## config.mk

```make
export PLATFORM = sky130hd
export DESIGN_NAME = sync_fifo_param
export DESIGN_NICKNAME = d
export VERILOG_FILES = /design/src/rtl/sync_fifo_param.sv
export SDC_FILE = /design/constraint.sdc
export NUM_CORES = 1
export LEC_CHECK = 0
export CAP_MARGIN = 20
export CORE_ASPECT_RATIO = 1.2
export CORE_UTILIZATION = 40
export CTS_CLUSTER_SIZE = 10
export DETAILED_ROUTE_END_ITERATION = 10
export GPL_TIMING_DRIVEN = 0
export PLACE_DENSITY = 0.66
export SYNTH_ARGS = -nofsm -noshare
export SYNTH_HDL_FRONTEND = slang
export SYNTH_SLANG_ARGS = --single-unit
```

## constraint.sdc

```tcl
create_clock -name clk -period 5.2 [get_ports clk]
set_input_delay 0.78 -clock clk [delete_from_list [all_inputs] [get_ports clk]]
set_output_delay 0.78 -clock clk [all_outputs]
set_load 0.02 [all_outputs]
```

## src/rtl/sync_fifo_param.sv

```systemverilog
// Parametrised single-clock FIFO with programmable almost-full/almost-empty
// thresholds, sticky overflow/underflow flags and a registered or FWFT read port.
module sync_fifo_param #(
    parameter int DATA_W    = 8,
    parameter int ADDR_W    = 3,
    parameter int AFULL_TH  = 6,
    parameter int AEMPTY_TH = 1,
    parameter int FWFT      = 0
) (
    input  logic              clk,
    input  logic              rst,
    input  logic              wr_en,
    input  logic [DATA_W-1:0] wr_data,
    input  logic              rd_en,
    output logic [DATA_W-1:0] rd_data,
    output logic              rd_valid,
    output logic              full,
    output logic              empty,
    output logic              almost_full,
    output logic              almost_empty,
    output logic [ADDR_W:0]   count,
    output logic              overflow,
    output logic              underflow,
    input  logic              clr_err
);

    localparam int DEPTH = 1 << ADDR_W;
    localparam logic [ADDR_W:0] DEPTH_C  = {1'b1, {ADDR_W{1'b0}}};
    localparam logic [ADDR_W:0] AFULL_C  = (ADDR_W+1)'(AFULL_TH);
    localparam logic [ADDR_W:0] AEMPTY_C = (ADDR_W+1)'(AEMPTY_TH);
    localparam logic [ADDR_W:0] CNT_ONE  = (ADDR_W+1)'(1);
    localparam logic [ADDR_W-1:0] PTR_ONE = ADDR_W'(1);

    logic [DATA_W-1:0] mem [DEPTH];
    logic [ADDR_W-1:0] wr_ptr;
    logic [ADDR_W-1:0] rd_ptr;
    logic [ADDR_W:0]   cnt;
    logic              rd_acc;
    logic              wr_acc;

    // Flags come straight from the count register: no extra latency.
    assign full         = (cnt == DEPTH_C);
    assign empty        = (cnt == '0);
    assign almost_full  = (cnt >= AFULL_C);
    assign almost_empty = (cnt <= AEMPTY_C);
    assign count        = cnt;

    // A full FIFO still takes a push when a pop frees a slot in the same cycle.
    assign rd_acc = rd_en && !empty;
    assign wr_acc = wr_en && (!full || rd_acc);

    always_ff @(posedge clk) begin
        if (wr_acc) begin
            mem[wr_ptr] <= wr_data;
        end
    end

    always_ff @(posedge clk or posedge rst) begin
        if (rst) begin
            wr_ptr    <= '0;
            rd_ptr    <= '0;
            cnt       <= '0;
            overflow  <= 1'b0;
            underflow <= 1'b0;
        end else begin
            if (wr_acc) begin
                wr_ptr <= wr_ptr + PTR_ONE;
            end
            if (rd_acc) begin
                rd_ptr <= rd_ptr + PTR_ONE;
            end
            if (wr_acc && !rd_acc) begin
                cnt <= cnt + CNT_ONE;
            end else if (rd_acc && !wr_acc) begin
                cnt <= cnt - CNT_ONE;
            end
            // A new error in the same cycle takes priority over the clear.
            if (wr_en && !wr_acc) begin
                overflow <= 1'b1;
            end else if (clr_err) begin
                overflow <= 1'b0;
            end
            if (rd_en && !rd_acc) begin
                underflow <= 1'b1;
            end else if (clr_err) begin
                underflow <= 1'b0;
            end
        end
    end

    generate
        if (FWFT != 0) begin : g_fwft
            assign rd_data  = mem[rd_ptr];
            assign rd_valid = !empty;
        end else begin : g_reg
            logic [DATA_W-1:0] rd_data_p1;
            logic              vld_p1;

            // Popped word lands one edge after the accepted pop.
            always_ff @(posedge clk or posedge rst) begin
                if (rst) begin
                    rd_data_p1 <= '0;
                    vld_p1     <= 1'b0;
                end else begin
                    vld_p1 <= rd_acc;
                    if (rd_acc) begin
                        rd_data_p1 <= mem[rd_ptr];
                    end
                end
            end

            assign rd_data  = rd_data_p1;
            assign rd_valid = vld_p1;
        end
    endgenerate

endmodule
```

==> flow_summary.ini <==
[sta]
skew_ns = 0.0100
tns_ns = 0
fmax_mhz = 296
drv_slew = 0
setup_viol = 0
worst_slack_ns = 1.82
fin_crit_ns = 3.38
hold_viol = 0
slew-limit-headroom_pct = 30.9
rsz0062_at_grt = no
min_period_over_period_pct = 65.0
max_slew.worst_pin.slew_ns = 1.03

[yosys]
synthTopCellsByArea = edfxtp_1 (55%), dfrtp_1 (15%), mux2_2 (5.8%)
synth_nets = 243
synth_top_cell_area_share_pct = 54.7
syn_area_mm2 = 0.00351
synth.avg_cell_area_um2 = 15.8
yosys_warnings = 0
yosysTopAreaCell = edfxtp_1
yosysSeqAreaShare_pct = 69.6
synth_cells = 222
synth-seq-cells = 85
ys_types = 30

[grt]
grt_pass1_wl_um = 11200
grt_pass1_vias = 2063
top_usage_layer = met2
grt_max_degree = 22
grt_use_met2_pct = 26.9
grt_use_total_pct = 17.2
use_met3_pct = 3.40
antenna_found_initial = 0
grt-ovfl-total = 0
use_met1_pct = 22.3

[pwr]
pwr_density_cell_mw_per_mm2 = 549
irDropWorstVdd_mv = 0.230
p_leak_uw = 0.00151
finalPower_uw = 2290

[critical_path]
reg2reg_slack_ns = 2.62
end_kind = primary output
start_kind = register
cp.required_ns = 4.42
crit_buf_inv = 3
crit_fanout = 10
reg2reg_to = mem[0][0]
crit_slowest_cell = clkdlybuf4s50_1
cp_cell_sequence = inv_1 > ha_1 > nor3b_1 > clkbuf_1 > clkdlybuf4s50_1
reg2reg_depth = 6
cpLargestDelayFamily = buffers and inverters
critPathKind = register to primary output
cp.arrival_ns = 2.60
r2r-start = count[0]
worst_path_largest_cell_delay_ns = 0.69

[floorplanning]
num_rows = 37
fp.coreArea_mm2 = 0.00856
ioPinCount = 32
fp.dieW_um = 87.6
dieArea_mm2 = 0.00917
die_y_um = 105
start_util_pct = 41.0

[finish]
nFillCells = 726
seq_area_mm2 = 0.00245
design_area_mm2 = 0.00418
drive_gt1_share_pct = 17.8
area.growth.synth_to_final_pct = 18.9
nNetsFinal = 286
diodes = 0
multiInputGateArea_um2 = 992

[cts]
htree_num_levels = 3
path_clk_slew_ns = 0.09
cts_tree = built
ctsLongestPathBuffers = 2
hold_buffers = 0
cts_setup_buffers = 0
clock-sinks = 85
root_buffer = clkbuf_8
cts_resized = 0
cts_inserted_buffers = 9
clock_latency_ns = 0.36

[place]
preCtsSetupSlack_ns = 2.08
port_buffers = 31
dpl_cell_area_mm2 = 0.00401
hpwlAfterDp_um = 4660
place.gp.congestion = 0.747

[route]
dr.pass1.iters = 4
drc_errors = 0
drtIter0Drc = 256
routedWlPerCell_um = 18.4
routed_wl_um = 7110
vias_per_cell = 5.22
ant_nets = 0
vias = 2019

[run]
maxCapViolations = 0

[worst_hold_path]
hold_end = underflow
hp-start = underflow
hp-class = register to register
hold-path-cell-count = 2

[outcome]
run_status = finished clean
==> flip-flops by register name, summed over array words and instances, names as in the netlist <==
signal	count
count	4
mem	64
overflow	1
rd_data	8
rd_ptr	3
rd_valid	1
underflow	1
wr_ptr	3
==> metal layers <==
metal  wire (um)  vias to the layer above
li1            -                      931
met1        3110                      988
met2        3460                       79
met3         316                       21
met4         224                        0
met5           0                        -
==> synth_stat cells <==
| cell type | instances |
|---|---|
| nor3b_1 | 1 |
| nand4bb_1 | 1 |
| nor3_1 | 5 |
| nand3b_1 | 1 |
| nand3_1 | 2 |
| o22ai_1 | 9 |
| edfxtp_1 | 64 |
| nand2_1 | 5 |
| nor2b_1 | 1 |
| buf_4 | 3 |
| mux2i_1 | 17 |
| a22o_1 | 8 |
| clkbuf_1 | 1 |
| o31ai_1 | 8 |
| dfrtp_1 | 21 |
| nor2_1 | 6 |
| xor2_1 | 3 |
| ha_1 | 8 |
| mux2_2 | 18 |
| inv_1 | 9 |
| o21ai_0 | 11 |
| buf_1 | 2 |
| nand2b_1 | 5 |
| or4_4 | 1 |
| nor4_1 | 1 |
| a21oi_2 | 1 |
| and3b_1 | 1 |
| buf_6 | 3 |
| xnor2_1 | 5 |
| nand4_1 | 1 |
==> through the flow <==
step           utilization, %  instances  hold slack [ns]
2_1_floorplan               -        222            0.507
3_3_place_gp             46.4        370            0.509
3_5_place_dp             46.8        371            0.517
4_1_cts                  48.8        387            0.533
5_1_grt                  48.8        387            0.561
6_report                 48.8        387            0.526
==> power by group <==
group	leakage, uW	switching (uW)	internal (uW)
Clock	0.0000820	242	175
Combinational	0.000592	469	411
Sequential	0.000834	109	888
==> layout by cell type, fill, tap and decap left out, drive strengths merged <==
cell type      instances
inv                   11
dfrtp                 21
clkbuf                10
mux2i                 17
buf                    9
edfxtp                64
nand2                  5
nor4                   1
nor2                   6
nand2b                 5
mux2                  18
xnor2                  5
nor3                   5
clkdlybuf4s50         31
nor3b                  1
ha                     8
nand3                  2
nor2b                  1
xor2                   3
a22o                   8
nand4bb                1
o21ai                 11
clkinv                 2
nand4                  1
o31ai                  8
o22ai                  9
or4                    1
and3b                  1
a21oi                  1
clkinvlp               3
nand3b                 1
==> worst reg2reg max path: stages (launching register included) <==
cell and delay, ns:
dfrtp_1 0.50, inv_1 0.13, ha_1 0.25, nand4bb_1 0.22, nand2_1 0.28, nor4_2 0.65
buf_4 0.28
==> worst max path at each step <==
stage	from	endpoint	depth (start not counted)
6_report	count[0]	empty	5
3_5_place_dp	rd_en	count[3]	8
4_1_cts	count[0]	empty	5
5_1_grt	count[0]	empty	5
3_3_place_gp	rd_en	mem[0][2]	4
2_1_floorplan	count[0]	mem[0][0]	5
==> cells by family (layout without fill, tap and decap cells) <==
group | Yosys count | count (layout) | synth area share (%)
xor gates and xnor gates | 8 | 8 | 1.99
DFF | 85 | 85 | 69.6
buffers and inverters | 18 | 66 | 2.88
and+or+nand+nor | 31 | 31 | 4.91
muxes | 35 | 35 | 10.6
AOI/OAI and AO/OA | 37 | 37 | 7.12
adders and majority gates | 8 | 8 | 2.85
==> layout make-up <==
| type | instances | share of cell area [%] |
|---|---|---|
| sequential | 85 | 58.6 |
| timing repair buffer | 32 | 7.60 |
| clock inverter | 7 | 1.20 |
| tap | 117 | 3.50 |
| inverter | 9 | 0.808 |
| clock buffer | 9 | 2.96 |
| buffer | 9 | 1.62 |
| multi-input combinational | 119 | 23.7 |
Power figures use the tool's default switching activity.
